$ cat src/rtl/bf16_exp_pkg.sv
// Shared definitions for the BF16 piecewise-linear exp unit, its table loader and benches.
package bf16_exp_pkg;

   localparam int EMIN           = -7;
   localparam int EMAX           = 6;
   localparam int N_SEG          = EMAX - EMIN;      // 13 segments per sign
   localparam int N_SGN          = 2;
   localparam int N_ENTRIES      = N_SGN * N_SEG;    // 26 table entries
   localparam int W              = 16;               // coefficient width
   localparam int IDX_W          = 4;                // holds 0..N_SEG-1
   localparam int TIMEOUT_CYCLES = 1024;

   typedef enum logic [1:0] {
      ST_IDLE,
      ST_LOAD,
      ST_DONE,
      ST_ERROR
   } load_state_e;

endpackage

$ cat src/rtl/table_addr_seq.sv
// Table address sequencer: walks (sgn, idx) through (0,0)..(0,12),(1,0)..(1,12).
module table_addr_seq
   import bf16_exp_pkg::*;
(
   input  logic             clk,
   input  logic             rst_n,
   input  logic             clr_i,
   input  logic             inc_i,
   output logic             sgn_o,
   output logic [IDX_W-1:0] idx_o,
   output logic             last_o
);

   logic             sgn_q, sgn_d;
   logic [IDX_W-1:0] idx_q, idx_d;

   // Next address: clear wins over increment; idx carries into the sign bank.
   always_comb begin
      // NOTE: every combinational output gets a default first so no path leaves it unassigned (no latch).
      sgn_d = sgn_q;
      idx_d = idx_q;
      if (clr_i) begin
         sgn_d = 1'b0;
         idx_d = '0;
      end else if (inc_i) begin
         if (idx_q == IDX_W'(N_SEG - 1)) begin
            idx_d = '0;
            sgn_d = ~sgn_q;
         end else begin
            idx_d = idx_q + 1'b1;
         end
      end
   end

   // Address register.
   always_ff @(posedge clk or negedge rst_n) begin
      // NOTE: state registers use non-blocking assignment so every flop samples pre-edge values.
      if (!rst_n) begin
         sgn_q <= 1'b0;
         idx_q <= '0;
      end else begin
         sgn_q <= sgn_d;
         idx_q <= idx_d;
      end
   end

   assign sgn_o  = sgn_q;
   assign idx_o  = idx_q;
   assign last_o = sgn_q && (idx_q == IDX_W'(N_SEG - 1));

endmodule

$ cat src/rtl/bf16_exp_table_loader.sv
// Config-bus master that streams {base, offset} pairs into the exp unit's 2 x 13 coefficient table.
module bf16_exp_table_loader
   import bf16_exp_pkg::*;
#(
   parameter int TIMEOUT = TIMEOUT_CYCLES
) (
   input  logic             clk,
   input  logic             rst_n,
   input  logic             start,
   input  logic             in_valid,
   output logic             in_ready,
   input  logic [2*W-1:0]   in_data,
   output logic             cfg_w_en,
   output logic             cfg_sgn,
   output logic [IDX_W-1:0] cfg_idx,
   output logic [W-1:0]     cfg_base,
   output logic [W-1:0]     cfg_offset,
   output logic             busy,
   output logic             table_valid,
   output logic             err,
   output logic [W-1:0]     checksum
);

   localparam int TMO_W = $clog2(TIMEOUT);

   load_state_e      state_q, state_d;
   logic [TMO_W-1:0] tmo_q, tmo_d;
   logic             wen_q, wen_d;
   logic             sgn_q, sgn_d;
   logic [IDX_W-1:0] idx_q, idx_d;
   logic [W-1:0]     base_q, base_d;
   logic [W-1:0]     off_q, off_d;
   logic [W-1:0]     sum_q, sum_d;
   logic             tv_q, tv_d;
   logic             err_q, err_d;

   logic             xfer;
   logic             seq_clr, seq_inc, seq_sgn, seq_last;
   logic [IDX_W-1:0] seq_idx;

   // start blocks a same-cycle transfer so a restart never writes a stale entry.
   assign in_ready = (state_q == ST_LOAD) && !start;
   assign xfer     = in_valid && in_ready;

   table_addr_seq u_seq (
      .clk    (clk),
      .rst_n  (rst_n),
      .clr_i  (seq_clr),
      .inc_i  (seq_inc),
      .sgn_o  (seq_sgn),
      .idx_o  (seq_idx),
      .last_o (seq_last)
   );

   // Next-state, write-port and status logic.
   always_comb begin
      state_d = state_q;
      tmo_d   = tmo_q;
      wen_d   = 1'b0;
      sgn_d   = sgn_q;
      idx_d   = idx_q;
      base_d  = base_q;
      off_d   = off_q;
      sum_d   = sum_q;
      tv_d    = tv_q;
      err_d   = err_q;
      seq_clr = 1'b0;
      seq_inc = 1'b0;
      if (start) begin
         state_d = ST_LOAD;
         tmo_d   = '0;
         sum_d   = '0;
         tv_d    = 1'b0;
         err_d   = 1'b0;
         seq_clr = 1'b1;
      end else if (state_q == ST_LOAD) begin
         if (xfer) begin
            wen_d   = 1'b1;
            sgn_d   = seq_sgn;
            idx_d   = seq_idx;
            base_d  = in_data[2*W-1:W];
            off_d   = in_data[W-1:0];
            sum_d   = sum_q + in_data[2*W-1:W] + in_data[W-1:0];
            tmo_d   = '0;
            seq_inc = 1'b1;
            if (seq_last) begin
               state_d = ST_DONE;
               tv_d    = 1'b1;
            end
         end else if (tmo_q == TMO_W'(TIMEOUT - 1)) begin
            state_d = ST_ERROR;
            err_d   = 1'b1;
         end else begin
            tmo_d = tmo_q + 1'b1;
         end
      end
   end

   // State and output registers.
   always_ff @(posedge clk or negedge rst_n) begin
      // NOTE: the cfg data registers are reset too, so every output is 0 while rst_n is low.
      if (!rst_n) begin
         state_q <= ST_IDLE;
         tmo_q   <= '0;
         wen_q   <= 1'b0;
         sgn_q   <= 1'b0;
         idx_q   <= '0;
         base_q  <= '0;
         off_q   <= '0;
         sum_q   <= '0;
         tv_q    <= 1'b0;
         err_q   <= 1'b0;
      end else begin
         state_q <= state_d;
         tmo_q   <= tmo_d;
         wen_q   <= wen_d;
         sgn_q   <= sgn_d;
         idx_q   <= idx_d;
         base_q  <= base_d;
         off_q   <= off_d;
         sum_q   <= sum_d;
         tv_q    <= tv_d;
         err_q   <= err_d;
      end
   end

   assign cfg_w_en    = wen_q;
   assign cfg_sgn     = sgn_q;
   assign cfg_idx     = idx_q;
   assign cfg_base    = base_q;
   assign cfg_offset  = off_q;
   assign busy        = (state_q == ST_LOAD);
   assign table_valid = tv_q;
   assign err         = err_q;
   assign checksum    = sum_q;

endmodule

$ cat config.mk
export PLATFORM = sky130hd
export DESIGN_NAME = bf16_exp_table_loader
export DESIGN_NICKNAME = d
export VERILOG_FILES = /design/src/rtl/bf16_exp_pkg.sv /design/src/rtl/table_addr_seq.sv /design/src/rtl/bf16_exp_table_loader.sv
export SDC_FILE = /design/constraint.sdc
export NUM_CORES = 1
export LEC_CHECK = 0
export CORE_UTILIZATION = 45
export DETAILED_ROUTE_END_ITERATION = 8
export GPL_TIMING_DRIVEN = 0
export PLACE_DENSITY = 0.86
export SKIP_LAST_GASP = 1
export SYNTH_ARGS = -nofsm -noshare
export SYNTH_HDL_FRONTEND = slang
export SYNTH_SLANG_ARGS = --single-unit
export TNS_END_PERCENT = 30
$ cat constraint.sdc
create_clock -name clk -period 2.7 [get_ports clk]
set_clock_uncertainty 0.15 [all_clocks]
set_input_delay 0.54 -clock clk [delete_from_list [all_inputs] [get_ports clk]]
set_output_delay 0.54 -clock clk [all_outputs]
set_load 0.02 [all_outputs]
==> impl_metrics.tcl <==
set metrics [dict create \
    status "complete, but fails checks" \
    violations "setup timing" \
    crit_path_top_delay_cell "fa_1" \
    stdcell_count 569 \
    final_cell_mix "73 x dfrtp_1, 69 x clkdlybuf4s50_1, 37 x mux2_1" \
    core_area_um2 8340 \
    crit_path_end_kind "register" \
    drt_wl_total_um 10600 \
    yosys.cell_types.count 46 \
    worst_slew_pin_slew_ns 0.913 \
    yosysWarnings 0 \
    worst_skew_pair.late_latency_ns 0.36 \
    synth_area_um2 3950 \
    hold_violations 0 \
    cp.required_ns 2.84 \
    cts-root-buf "clkbuf_8" \
    diodes 0 \
    maxSlewHeadroom 0.391 \
    synthCells 345 \
    drive_gt1_frac 0.149 \
    cts_made_buffers 9 \
    grt_max_degree 74 \
    power_density_nw_per_um2 833 \
    fin_area_um2 5580 \
    setup_viol 8 \
    finalNetCount 528 \
    io_pins 94 \
    power_leakage_nw 2.46 \
    ant_nets 0 \
    ys_ff_latch 73 \
    nFillCells 611 \
    path_cells "clkdlybuf4s50_1, fa_1, ha_2, and4_1, nand3_1, a31oi_2, o31a_1, or4_4, a21oi_2" \
    dpl.cell_count 543 \
    start_util 0.474 \
    cts_max_level 3 \
    synth_top_area_frac 0.462 \
    dieArea_um2 9160 \
    synth_nets 414 \
    synth.area.mux_share 0.105 \
    first_pass_iters 6 \
    multiInputGateArea_um2 2280 \
    gp_congestion 0.829 \
    cp_slowest_stage_delay_ns 0.56 \
    critPathLaunchType "input pin" \
    clk_transition_reported_paths_ns 0.09 \
    ir_drop_v 0.000352 \
    syn_avg_cell_area_um2 11.5 \
    drc 0 \
    min-delay-path-class "input pin to asynchronous set/reset pin" \
    vias 3256 \
    antenna_found_initial 0 \
    dp_hpwl_um 6750 \
    synth_xor_xnor_area_share 0.0443 \
    detail_route.iter0.violations 187 \
    area_growth_pct 41.2 \
    yosysSeqAreaShare 0.462 \
    synth_area_leader_cell "dfrtp_1" \
    synth_area_leaders "dfrtp_1 46%, mux2_1 11%, fa_1 8.1%" \
    layout_setup_ws_ns -0.352 \
    maxSlewViolCount 0 \
    cts_tree "done" \
    path_max_fanout 8 \
    routed_via_density 5.72 \
    fin_setup_tns_ns -1.71 \
    placed_cell_area_um2 5030 \
    numClockSinks 73 \
    placementRows 33 \
    synth_top_family_by_area "adder cells" \
    critPathKind "input pin to register" \
    grt_usage 0.237 \
    grt_pass1_wl_um 16300 \
    max_freq_mhz 328 \
    die_height_um 95.7 \
    ff_latch_area_um2 1830 \
    grt_pass1_vias 3289 \
    grt.overflow.total 0 \
    holdWs_ns 0.164 \
    synth_compound_area_frac 0.106 \
    fin_crit_sh 1.13 \
    postCtsHoldBufs 0 \
    layout_commonest_cell "dfrtp_1" \
    synth_fa_ha_area_frac 0.135 \
    min_period_ns 3.05 \
    wire_per_inst_um 18.6 \
    cts_max_path_buffers 2 \
    crit_buf_inv 1 \
    die_x_um 95.7 \
    crit_family "adder cells" \
    io_buffers 93 \
    rsz0062_at_grt "yes" \
    critical_path_arrival_ns 3.19 \
    cap_violations 0 \
    yosys.area_share.simple 0.127 \
    final_util 0.669 \
]
-- power by group --
part	total [W]	switching (W)	internal, W	leakage (nW)
Combinational	0.00233	0.00118	0.00115	1.43
Sequential	0.00137	0.000121	0.00124	0.927
Clock	0.000957	0.000439	0.000518	0.0975
Total	0.00465	0.00174	0.00291	2.46
-- area by class of cell --
type	count	share of cell area
Sequential cell	73	0.327
Inverter	5	0.00336
Tap cell	105	0.0235
Multi-Input combinational cell	253	0.409
Timing Repair Buffer	105	0.188
Buffer	12	0.00897
Clock inverter	7	0.0170
Clock buffer	9	0.0222
-- per-layer routing --
metal	up-vias	wire (µm)	track usage
li1	1454	-	-
met1	1615	4140	0.300
met2	149	5280	0.398
met3	38	769	0.0474
met4	0	395	0.0995
met5	-	0	0
-- timing repair --
item                                    4_1_cts  5_1_grt
buffers inserted                              7        5
pin swaps                                     9       24
gates resized for setup                      17       45
endpoints found under the setup margin       12       12
-- state kept, by name (all words and copies together), names as in the netlist, 2 cells and up --
signal / flops
tmo_q: 10
cfg_base: 16
u_seq.idx_o: 4
checksum: 16
cfg_offset: 16
cfg_idx: 4
state_q: 2
-- Yosys cell counts (all sizes together) --
cell type and instances:
and2b 1, o21a 1, a311oi 1, nand3 8
o31ai 2, xnor2 12, nor3b 3, or4b 1
nand2 28, a31oi 4, and4 4, o21bai 1
a41oi 1, nor3 4, fa 16, o31a 1
a21o 8, nand2b 1, o211ai 1, a211o 1
and2 4, buf 5, a21oi 26, xor2 8
o21ai 8, nand3b 2, nor4 3, a31o 1
and3 3, a2bb2oi 1, a211oi 3, ha 17
a22o 3, inv 5, nor2b 3, nand4 6
mux2 37, dfrtp 73, nor2 27, or4 2
clkbuf 9
-- stage by stage --
step | total power [W] | setup slack [ns]
after floorplan | 0.00253 | -0.382
after global placement | 0.00310 | -1.51
after detailed placement | 0.00315 | -1.02
after CTS | 0.00425 | -0.469
after global routing | 0.00488 | -0.434
final | 0.00465 | -0.352
-- cell families (layout without fill, tap and decap cells) --
kind of cell,count (synthesis),in the layout
multiplexers,37,37
AND/OR/NAND/NOR,100,100
AO/OA/AOI/OAI,63,63
adder cells (fa/ha/maj),33,33
XOR/XNOR,20,20
buffers and inverters,19,138
flip-flops,73,73
-- worst register-to-register path, stage by stage (launching register included) --
cell	delay [ns]
dfrtp_1	0.40
fa_1	0.51
ha_4	0.18
fa_2	0.34
a21o_2	0.21
nand4_1	0.13
a31oi_2	0.13
o31a_1	0.31
or4_4	0.48
a21oi_2	0.15
-- worst paths after layout --
| kind | from | endpoint | slack, ns | depth (start not counted) |
|---|---|---|---|---|
| worst max register to register | checksum[1] | checksum[15] | -0.35 | 9 |
| worst min register to register | cfg_offset[1] | cfg_offset[1] | 0.34 | 1 |
| min in group clk | in_data[1] | cfg_offset[1] | 0.31 | 2 |
| worst max-delay path | in_data[13] | checksum[15] | -0.35 | 9 |
| max in group asynchronous | rst_n | cfg_base[2] | 1.65 | 1 |
| worst min-delay path | rst_n | tmo_q[9] | 0.16 | 1 |
Note: power is estimated with default switching activity, not from simulation.
